## config.mk

```make
export PLATFORM = sky130hd
export DESIGN_NAME = riscv_mc_controller_flat
export DESIGN_NICKNAME = d
export VERILOG_FILES = /design/src/rtl/riscv_mc_controller_if.sv /design/src/rtl/riscv_mc_controller.sv /design/src/flat_wrapper.sv
export SDC_FILE = /design/constraint.sdc
export NUM_CORES = 1
export LEC_CHECK = 0
export ABC_AREA = 0
export CAP_MARGIN = 25
export CORE_MARGIN = 2
export CORE_UTILIZATION = 45
export DETAILED_ROUTE_END_ITERATION = 7
export DONT_BUFFER_PORTS = 1
export SYNTH_ARGS = -nofsm -noshare
export SYNTH_HDL_FRONTEND = slang
export SYNTH_SLANG_ARGS = --single-unit
```

## constraint.sdc

```tcl
create_clock -name clk -period 2.1 [get_ports clk]
set_input_delay 0.315 -clock clk [delete_from_list [all_inputs] [get_ports clk]]
set_output_delay 0.315 -clock clk [all_outputs]
set_load 0.005 [all_outputs]
```

## src/rtl/riscv_mc_controller_if.sv

```systemverilog
// Control/status bundle between the multi-cycle controller (master) and the datapath (slave).
interface riscv_mc_controller_if;
    logic [6:0] op;
    logic [2:0] func3;
    logic [6:0] func7;
    logic       zero;
    logic       sign;
    logic       PCWrite;
    logic       AdrSrc;
    logic       MemWrite;
    logic       IRWrite;
    logic       RegWrite;
    logic [1:0] ResultSrc;
    logic [1:0] ALUSrcA;
    logic [1:0] ALUSrcB;
    logic [2:0] ALUControl;
    logic [2:0] ImmSrc;
    logic       done;
    logic       illegal;

    modport master (
        input  op, func3, func7, zero, sign,
        output PCWrite, AdrSrc, MemWrite, IRWrite, RegWrite, ResultSrc,
               ALUSrcA, ALUSrcB, ALUControl, ImmSrc, done, illegal
    );

    modport slave (
        output op, func3, func7, zero, sign,
        input  PCWrite, AdrSrc, MemWrite, IRWrite, RegWrite, ResultSrc,
               ALUSrcA, ALUSrcB, ALUControl, ImmSrc, done, illegal
    );
endinterface

```

## src/rtl/riscv_mc_controller.sv

```systemverilog
// Multi-cycle RISC-V main controller FSM (lw/sw/R/I/branch/jal/jalr/lui).
// Define RV_CTRL_ILLEGAL_TRAP_EN to make ILLEGAL a terminal halt state with a sticky flag.
module riscv_mc_controller (
    input  logic                         clk,
    input  logic                         rst,
    riscv_mc_controller_if.master        bus
);
    localparam logic [6:0] OP_LW   = 7'b0000011;
    localparam logic [6:0] OP_SW   = 7'b0100011;
    localparam logic [6:0] OP_R    = 7'b0110011;
    localparam logic [6:0] OP_I    = 7'b0010011;
    localparam logic [6:0] OP_B    = 7'b1100011;
    localparam logic [6:0] OP_JAL  = 7'b1101111;
    localparam logic [6:0] OP_JALR = 7'b1100111;
    localparam logic [6:0] OP_LUI  = 7'b0110111;

    typedef enum logic [3:0] {
        FETCH, DECODE, MEMADR, MEMREAD, MEMWB, MEMWRITE, EXECR, EXECI,
        ALUWB, BRANCH, JAL, JALR, JALRLINK, LUI, ILLEGAL
    } state_t;

    state_t     state_q, state_d;
    logic [3:0] funct;
    logic       br_legal, br_cond;
    logic       pc_update, branch, ir_write, mem_write, reg_write, done_s, adr_src;
    logic [1:0] result_src, src_a, src_b;
    logic [2:0] alu_ctl;

    // Returns {legal, ALUControl} for R-type and I-ALU encodings.
    function automatic logic [3:0] funct_dec(input logic [6:0] op, input logic [2:0] f3,
                                             input logic [6:0] f7);
        logic [3:0] r;
        logic       f7_ok;
        r     = 4'b0000;
        f7_ok = (op == OP_I) || (f7 == 7'b0000000);
        if (op == OP_R || op == OP_I) begin
            case (f3)
                3'b000: begin
                    if (f7_ok)                                  r = 4'b1000;
                    else if (op == OP_R && f7 == 7'b0100000)    r = 4'b1001;
                end
                3'b111:  if (f7_ok) r = 4'b1010;
                3'b110:  if (f7_ok) r = 4'b1011;
                3'b100:  if (f7_ok) r = 4'b1100;
                3'b010:  if (f7_ok) r = 4'b1101;
                default: r = 4'b0000;
            endcase
        end
        return r;
    endfunction

    always_comb begin
        funct    = funct_dec(bus.op, bus.func3, bus.func7);
        br_legal = 1'b1;
        br_cond  = 1'b0;
        case (bus.func3)
            3'b000:  br_cond = bus.zero;
            3'b001:  br_cond = !bus.zero;
            3'b100:  br_cond = bus.sign;
            3'b101:  br_cond = !bus.sign;
            default: br_legal = 1'b0;
        endcase
    end

    always_comb begin
        case (bus.op)
            OP_SW:   bus.ImmSrc = 3'b001;
            OP_B:    bus.ImmSrc = 3'b010;
            OP_JAL:  bus.ImmSrc = 3'b011;
            OP_LUI:  bus.ImmSrc = 3'b100;
            default: bus.ImmSrc = 3'b000;
        endcase
    end

    always_ff @(posedge clk or negedge rst) begin
        if (!rst) state_q <= FETCH;
        else      state_q <= state_d;
    end

    always_comb begin
        state_d    = state_q;
        pc_update  = 1'b0;
        branch     = 1'b0;
        ir_write   = 1'b0;
        mem_write  = 1'b0;
        reg_write  = 1'b0;
        done_s     = 1'b0;
        adr_src    = 1'b0;
        result_src = 2'b00;
        src_a      = 2'b00;
        src_b      = 2'b00;
        alu_ctl    = 3'b000;
        case (state_q)
            FETCH: begin
                ir_write = 1'b1; src_b = 2'b10; result_src = 2'b10; pc_update = 1'b1;
                state_d  = DECODE;
            end
            DECODE: begin
                src_a = 2'b01; src_b = 2'b01;
                case (bus.op)
                    OP_LW, OP_SW: state_d = MEMADR;
                    OP_R:    state_d = funct[3] ? EXECR : ILLEGAL;
                    OP_I:    state_d = funct[3] ? EXECI : ILLEGAL;
                    OP_B:    state_d = br_legal ? BRANCH : ILLEGAL;
                    OP_JAL:  state_d = JAL;
                    OP_JALR: state_d = JALR;
                    OP_LUI:  state_d = LUI;
                    default: state_d = ILLEGAL;
                endcase
            end
            MEMADR: begin
                src_a = 2'b10; src_b = 2'b01;
                state_d = (bus.op == OP_SW) ? MEMWRITE : MEMREAD;
            end
            MEMREAD:  begin adr_src = 1'b1; state_d = MEMWB; end
            MEMWB:    begin result_src = 2'b01; reg_write = 1'b1; done_s = 1'b1; state_d = FETCH; end
            MEMWRITE: begin adr_src = 1'b1; mem_write = 1'b1; done_s = 1'b1; state_d = FETCH; end
            EXECR:    begin src_a = 2'b10; alu_ctl = funct[2:0]; state_d = ALUWB; end
            EXECI:    begin src_a = 2'b10; src_b = 2'b01; alu_ctl = funct[2:0]; state_d = ALUWB; end
            ALUWB:    begin reg_write = 1'b1; done_s = 1'b1; state_d = FETCH; end
            BRANCH: begin
                src_a = 2'b10; alu_ctl = 3'b001; branch = 1'b1; done_s = 1'b1;
                state_d = FETCH;
            end
            JAL:      begin src_a = 2'b01; src_b = 2'b10; pc_update = 1'b1; state_d = ALUWB; end
            JALR: begin
                src_a = 2'b10; src_b = 2'b01; result_src = 2'b10; pc_update = 1'b1;
                state_d = JALRLINK;
            end
            JALRLINK: begin src_a = 2'b01; src_b = 2'b10; state_d = ALUWB; end
            LUI:      begin result_src = 2'b11; reg_write = 1'b1; done_s = 1'b1; state_d = FETCH; end
            ILLEGAL: begin
`ifdef RV_CTRL_ILLEGAL_TRAP_EN
                state_d = ILLEGAL;
`else
                done_s  = 1'b1;
                state_d = FETCH;
`endif
            end
            default: state_d = FETCH;
        endcase
    end

`ifdef RV_CTRL_ILLEGAL_TRAP_EN
    logic illegal_q;

    always_ff @(posedge clk or negedge rst) begin
        if (!rst)                    illegal_q <= 1'b0;
        else if (state_d == ILLEGAL) illegal_q <= 1'b1;
    end

    assign bus.illegal = illegal_q;
`else
    assign bus.illegal = 1'b0;
`endif

    // Strobes are gated by rst so FETCH's Moore outputs stay quiet while held in reset.
    assign bus.PCWrite    = rst & (pc_update | (branch & br_cond));
    assign bus.IRWrite    = rst & ir_write;
    assign bus.MemWrite   = rst & mem_write;
    assign bus.RegWrite   = rst & reg_write;
    assign bus.done       = rst & done_s;
    assign bus.AdrSrc     = adr_src;
    assign bus.ResultSrc  = result_src;
    assign bus.ALUSrcA    = src_a;
    assign bus.ALUSrcB    = src_b;
    assign bus.ALUControl = alu_ctl;
endmodule

```

## src/flat_wrapper.sv

```systemverilog
// flat-port wrapper written by rule: the top's interface ports become plain ports
module riscv_mc_controller_flat 
  (clk, rst, bus_op, bus_func3, bus_func7, bus_zero, bus_sign, bus_PCWrite, bus_AdrSrc, bus_MemWrite, bus_IRWrite, bus_RegWrite, bus_ResultSrc, bus_ALUSrcA, bus_ALUSrcB, bus_ALUControl, bus_ImmSrc, bus_done, bus_illegal);
  riscv_mc_controller_if bus_i ();
  input  logic clk;
  input  logic rst;
  input wire logic [$bits(bus_i.op)-1:0] bus_op;
  input wire logic [$bits(bus_i.func3)-1:0] bus_func3;
  input wire logic [$bits(bus_i.func7)-1:0] bus_func7;
  input wire logic [$bits(bus_i.zero)-1:0] bus_zero;
  input wire logic [$bits(bus_i.sign)-1:0] bus_sign;
  output wire logic [$bits(bus_i.PCWrite)-1:0] bus_PCWrite;
  output wire logic [$bits(bus_i.AdrSrc)-1:0] bus_AdrSrc;
  output wire logic [$bits(bus_i.MemWrite)-1:0] bus_MemWrite;
  output wire logic [$bits(bus_i.IRWrite)-1:0] bus_IRWrite;
  output wire logic [$bits(bus_i.RegWrite)-1:0] bus_RegWrite;
  output wire logic [$bits(bus_i.ResultSrc)-1:0] bus_ResultSrc;
  output wire logic [$bits(bus_i.ALUSrcA)-1:0] bus_ALUSrcA;
  output wire logic [$bits(bus_i.ALUSrcB)-1:0] bus_ALUSrcB;
  output wire logic [$bits(bus_i.ALUControl)-1:0] bus_ALUControl;
  output wire logic [$bits(bus_i.ImmSrc)-1:0] bus_ImmSrc;
  output wire logic [$bits(bus_i.done)-1:0] bus_done;
  output wire logic [$bits(bus_i.illegal)-1:0] bus_illegal;
  assign bus_i.op = bus_op;
  assign bus_i.func3 = bus_func3;
  assign bus_i.func7 = bus_func7;
  assign bus_i.zero = bus_zero;
  assign bus_i.sign = bus_sign;
  assign bus_PCWrite = bus_i.PCWrite;
  assign bus_AdrSrc = bus_i.AdrSrc;
  assign bus_MemWrite = bus_i.MemWrite;
  assign bus_IRWrite = bus_i.IRWrite;
  assign bus_RegWrite = bus_i.RegWrite;
  assign bus_ResultSrc = bus_i.ResultSrc;
  assign bus_ALUSrcA = bus_i.ALUSrcA;
  assign bus_ALUSrcB = bus_i.ALUSrcB;
  assign bus_ALUControl = bus_i.ALUControl;
  assign bus_ImmSrc = bus_i.ImmSrc;
  assign bus_done = bus_i.done;
  assign bus_illegal = bus_i.illegal;
  riscv_mc_controller u_core (.clk(clk), .rst(rst), .bus(bus_i));
endmodule
```

Yosys cells after proc, flatten, opt, wreduce, memory -nomap -nowiden
Cells that the tools add are included.
Word-level totals
  flip-flop bits (word level): 4
  input bits: 21
Cells by class
  equality and inequality tests: 29
  multiplexer cells: 28
  bitwise gates (word level): 7
  reductions and logical operators: 21
Operator list (count)
  2-to-1 mux 4 bit: 9
  == test 4 bit (second input constant): 7
  == test 7 x 6 -> 1 bit (second input constant): 4
  case mux 4 bit (7 select lines): 1
  case mux 4 bit (6 select lines): 1
  == test 7 bit (second input constant): 3
  case mux 4 bit (5 select lines): 1
  == test 4 x 3 -> 1 bit (second input constant): 4
  == test 3 bit (second input constant): 4
  case mux 3 bit (4 select lines): 1
  OR reduction 3 bit: 4
  OR reduction 4 bit: 3
  == test 4 x 2 -> 1 bit (second input constant): 2
  2-to-1 mux 1 bit: 8
  case mux 2 bit (2 select lines): 2
  OR reduction 2 bit: 4
  == test 7 x 2 -> 1 bit (second input constant): 1
  == test 7 x 5 -> 1 bit (second input constant): 1
  zero test 7 bit: 1
  bitwise AND 1 bit: 6
  2-to-1 mux 3 bit: 2
  case mux 2 bit (3 select lines): 1
  case mux 3 bit (2 select lines): 1
  OR reduction 6 bit: 1
  other kinds (11): 13

Logic depth before layout (Yosys ltp)
  depth after elaboration: 9
  depth in mapped cells: 6
  depth with buffers taken out: 5

Worst setup path before layout
OpenSTA, ideal clock, no wires.
  kind: in2out
  start point: in bus_func7[3]
  end point: out bus_ALUControl[0]
  data arrival time: 1431 ps
  required time: 1785 ps
  slack: 354 ps
  stages on the path: 4
  buffers on the path: 0
  path through: or4_4 -> o41ai_2 -> o21ai_1 -> a32o_2
On the way
  longest elaborated chain between the ends: 7
  elaborated cells on any way between the ends: 11
RTL lines
  start: declaration: RTL line flat_wrapper.sv:9  | input wire logic [$bits(bus_i.func7)-1:0] bus_func7;
  == test 7 x 6 -> 1 bit: RTL line riscv_mc_controller.sv:40  | else if (op == OP_R && f7 == 7'b0100000) r = 4'b1001;
  logical AND 1 bit: RTL line riscv_mc_controller.sv:40
  2-to-1 mux 4 bit: RTL line riscv_mc_controller.sv:40
  2-to-1 mux 4 bit: RTL line riscv_mc_controller.sv:39  | if (f7_ok) r = 4'b1000;
  case mux 4 bit (5 select lines) (*): RTL line riscv_mc_controller.sv:37  | case (f3)
  2-to-1 mux 4 bit (*): RTL line riscv_mc_controller.sv:36  | if (op == OP_R || op == OP_I) begin
  case mux 3 bit (2 select lines) (*): RTL line riscv_mc_controller.sv:93  | case (state_q)
  end: declaration: RTL line flat_wrapper.sv:20  | output wire logic [$bits(bus_i.ALUControl)-1:0] bus_ALUControl;
Mark *: on every way between the ends. The rest lies on a longest branch, timed or not.

Worst setup path after layout
  start point: reg u_core.state_q[2]
  end point: out bus_ALUSrcB[1]
On the way
  longest elaborated chain between the ends: 3
  elaborated cells on any way between the ends: 10
RTL lines
  start: declaration: RTL line riscv_mc_controller.sv:22  | state_t state_q, state_d;
  start signal: assignment: RTL line riscv_mc_controller.sv:77  | else state_q <= state_d;
  == test 4 x 2 -> 1 bit, or another cell as far along: RTL line riscv_mc_controller.sv:93
  OR reduction 4 bit (no line) or OR reduction 3 bit (tied branches)
  case mux 2 bit (2 select lines) (*): RTL line riscv_mc_controller.sv:93
  end: declaration: RTL line flat_wrapper.sv:19  | output wire logic [$bits(bus_i.ALUSrcB)-1:0] bus_ALUSrcB;
Marked as above.

==> impl_summary.txt <==
----------------------------------------------------
[Clock tree]
  Clock transition at path regs ... 0.04 ns
  Clock latency of the later-clocked register in the worst-skew pair ... 0.24 ns
  CTS Buffer Depth ... 2
  H-Tree Level Count ... 1
  Clock sink total ... 4
  Root Buffer Master ... sky130_fd_sc_hd__clkbuf_4
  Clock tree from TritonCTS ... built
  Setup fix buffers added after clock tree synthesis ... 0
  Number of buffers inserted during clock tree synthesis ... 3

[Finish]
  Most flops, register ... u_core.state_q
  Largest registers in the final layout ... u_core.state_q (4)
  Antenna diode count ... 0
  Fraction of layout cells with a size suffix above 1 ... 11.1%
  Max FFs per register ... 4
  Number of nets in the layout ... 140
  Final Core Density ... 48.7%
  Synth-to-layout area growth ... 2.97%
  Post-Layout Cell Count ... 134

[Setup path]
  Category of the critical setup timing path ... flop to primary output
  Highest fanout seen on the critical path ... 17
  Startpoint kind of the worst setup timing path ... flop
  Worst path arrival time ... 1.56 ns
  Type of element capturing the critical path ... primary output
  Required time at the worst-slack endpoint ... 1.78 ns

[Global routing]
  Gr ovfl total ... 0
  Largest net degree at the start of global routing ... 18
  All-Layer GR Usage ... 20.6%
  Number of antenna violations at the first check in global routing ... 0
  Vias in the first global route ... 730
  Global-route wire length before repair ... 3220 um

[Timing]
  Hold Vio Cnt, Final ... 0
  Min Clock Period, post-route ... 1.88 ns
  Unrepaired setup endpoints after global routing ... no
  Setup violation total in the final timing report ... 0
  Final clock period utilization by the worst path ... 89.4%
  Peak clock frequency supported by timing ... 533 MHz
  Skew final ... 0.00117 ns
  Accumulated negative setup slack ... 0 ns
  Fin. max-slew vios ... 0

[Pwr]
  Design internal power ... 0.425 mW
  Power Density ... 1020 nW/um2
  Switching power as a share of total power ... 49.2%
  Power share of the sequential group ... 25.8%
  Leakage power summed over all cells ... 0.286 nW
  Clock share of power ... 11.4%
  Overall power ... 0.837 mW
  Proportion of power drawn by combinational gates ... 62.8%
  Switching pwr ... 0.412 mW
  Maximum vdd ir drop ... 0.000316 V

[Placed design]
  Placed insts ... 130
  DP HPWL ... 1600 um
  Routability congestion estimate from global placement ... 0.818
  I/O Buffers ... 0

[Logic synthesis]
  Area share of the largest cell type after synthesis ... 12.5%
  Synthesis Warnings ... 0
  Number of register bits inferred by synthesis ... 4
  Number of instances in the synthesized netlist ... 122
  Synth Net Count ... 143
  Summed instance area of the synthesized netlist ... 800 um2
  Mean post-synth cell area ... 6.55 um2
  Top area cells in the synthesized netlist ... sky130_fd_sc_hd__dfrtp_1 13%, sky130_fd_sc_hd__nor2b_1 7.0%, sky130_fd_sc_hd__nand2b_1 6.3%, sky130_fd_sc_hd__nand2_1 6.1%, sky130_fd_sc_hd__nor3_1 5.6%
  Cell type with the highest aggregate area in the netlist ... sky130_fd_sc_hd__dfrtp_1
  Number of unique standard cell types used by synthesis ... 39
  Sequential area share after synthesis ... 12.5%

[Drt]
  Routed length on met1 ... 870 um
  DRC errors left ... 0
  Routed length on met2 ... 1030 um
  Post-Route WL ... 2050 um
  Vias post-DR ... 850
  Drt pass-1 iters ... 4
  Highest metal layer with signal wires ... met4
  Via/cell ratio ... 6.34
  DRT antenna net count ... 0
  Wirelength per Cell ... 15.3 um
  WL met3 ... 136 um
  Number of design-rule violations left by the first detailed-router iteration ... 16

[Floorplan]
  Floorplan core area ... 1690 um2
  Number of I/O pins ... 40
  Chip width ... 46.2 um
  Initial core utilization ... 47.3%
  Floorplan row count ... 15
  Die footprint ... 2130 um2
  Die span in y ... 46.2 um

[Run]
  Maximum capacitance violations ... 0

[Hold path]
  Type of the worst min-delay path ... primary input to flop

[Run status]
  Status ... completed

----------------------------------------------------
[cell usage in the layout, fill, tap and decap left out, drive strengths merged, types with 2 or more instances in the layout]
master   n
a21oi    7
a22o     2
a22oi    2
a31o     2
a31oi    2
buf      2
clkbuf   3
dfrtp    4
mux2i    3
nand2   13
nand2b   8
nand3    6
nor2     8
nor2b    9
nor3     9
nor3b    3
nor4     5
o21ai    4
o22ai    2
or3      4
xnor2    2
[area by class of cell]
| type | instances | area, um2 |
|---|---|---|
| multi-input combinational | 106 | 651 |
| fill | 188 | 866 |
| sequential | 4 | 100 |
| clock buffer | 3 | 22.5 |
| timing repair buffer | 3 | 25.0 |
| inverter | 1 | 3.75 |
| tap | 17 | 21.3 |
[worst max-delay path: stages, from the launching register on]
cell                      delay (ns)
sky130_fd_sc_hd__dfrtp_1        0.64
sky130_fd_sc_hd__xor2_1         0.19
sky130_fd_sc_hd__or2_2          0.31
sky130_fd_sc_hd__a21oi_1        0.18
[stage by stage]
step	area [um2]	setup WS, ns	hold WS [ns]
CTS	823	0.197	0.293
finish	823	0.223	0.302
floorplan	800	0.354	0.0194
detailed placement	791	0.229	0.0197
global route	823	0.0544	0.339
global placement	791	0.296	0.0197
[routing by layer]
metal / GRT usage (%) / vias to the layer above
li1: - / 437
met2: 35.8 / 29
met1: 26.0 / 382
met4: 5.14 / 0
met5: 0 / -
met3: 3.53 / 2
[power by group through the flow]
stage	Sequential, mW	Clock (mW)	Combinational (mW)
global placement	0.216	0	0.522
global route	0.234	0.104	0.605
floorplan	0.127	0	0.525
detailed placement	0.217	0	0.523
CTS	0.216	0.101	0.528
finish	0.216	0.0955	0.526
[what timing repair did]
action | in CTS | in global routing
hold buffers | 1 | 0
endpoints found under the hold margin | 4 | 0
resized for setup | 0 | 0
[logic make-up (layout without fill, tap and decap cells)]
family,after synthesis,in the layout,synth area share (%)
flip-flops,4,4,12.5
buffers and inverters,12,7,6.10
AND/OR/NAND/NOR,72,72,49.3
other,1,1,0.469
AO/OA/AOI/OAI,27,27,24.6
multiplexers,3,3,3.76
XOR/XNOR,3,3,3.29
[Yosys cell counts]
master and number:
sky130_fd_sc_hd__nand2_1 13, sky130_fd_sc_hd__clkbuf_1 10, sky130_fd_sc_hd__nor2b_1 9, sky130_fd_sc_hd__nor3_1 9
sky130_fd_sc_hd__nand2b_1 8, sky130_fd_sc_hd__nor2_1 8, sky130_fd_sc_hd__a21oi_1 7, sky130_fd_sc_hd__nand3_1 6
sky130_fd_sc_hd__nor4_1 5, sky130_fd_sc_hd__dfrtp_1 4, sky130_fd_sc_hd__or3_1 4, sky130_fd_sc_hd__mux2i_1 3
sky130_fd_sc_hd__nor3b_1 3, sky130_fd_sc_hd__a22o_1 2, sky130_fd_sc_hd__a22oi_1 2, sky130_fd_sc_hd__a31o_2 2
sky130_fd_sc_hd__o21ai_0 2, sky130_fd_sc_hd__o21ai_1 2, sky130_fd_sc_hd__o22ai_1 2, sky130_fd_sc_hd__xnor2_1 2
sky130_fd_sc_hd__a211oi_1 1, sky130_fd_sc_hd__a31oi_1 1, sky130_fd_sc_hd__a31oi_2 1, sky130_fd_sc_hd__a32o_2 1
sky130_fd_sc_hd__and2_1 1, sky130_fd_sc_hd__and2b_2 1, sky130_fd_sc_hd__and3_1 1, sky130_fd_sc_hd__buf_4 1
sky130_fd_sc_hd__conb_1 1, sky130_fd_sc_hd__inv_1 1, sky130_fd_sc_hd__nand3b_1 1, sky130_fd_sc_hd__nor4b_1 1
sky130_fd_sc_hd__o221ai_1 1, sky130_fd_sc_hd__o31ai_1 1, sky130_fd_sc_hd__o32ai_1 1, sky130_fd_sc_hd__o41ai_2 1
sky130_fd_sc_hd__or2_2 1, sky130_fd_sc_hd__or4_4 1, sky130_fd_sc_hd__xor2_1 1
[final timing paths]
kind	start	end	slack (ns)	cells past startpoint
worst max-delay path	u_core.state_q[2]	bus_ALUSrcB[1]	0.22	3
worst min-delay path	bus_op[4]	u_core.state_q[3]	0.30	2
worst max register to register	u_core.state_q[2]	u_core.state_q[3]	0.75	3
worst min register to register	u_core.state_q[3]	u_core.state_q[1]	0.76	1
max in group asynchronous	rst	u_core.state_q[2]	1.57	1
min in group asynchronous	rst	u_core.state_q[1]	0.35	1
Power figures use the tool's default switching activity.
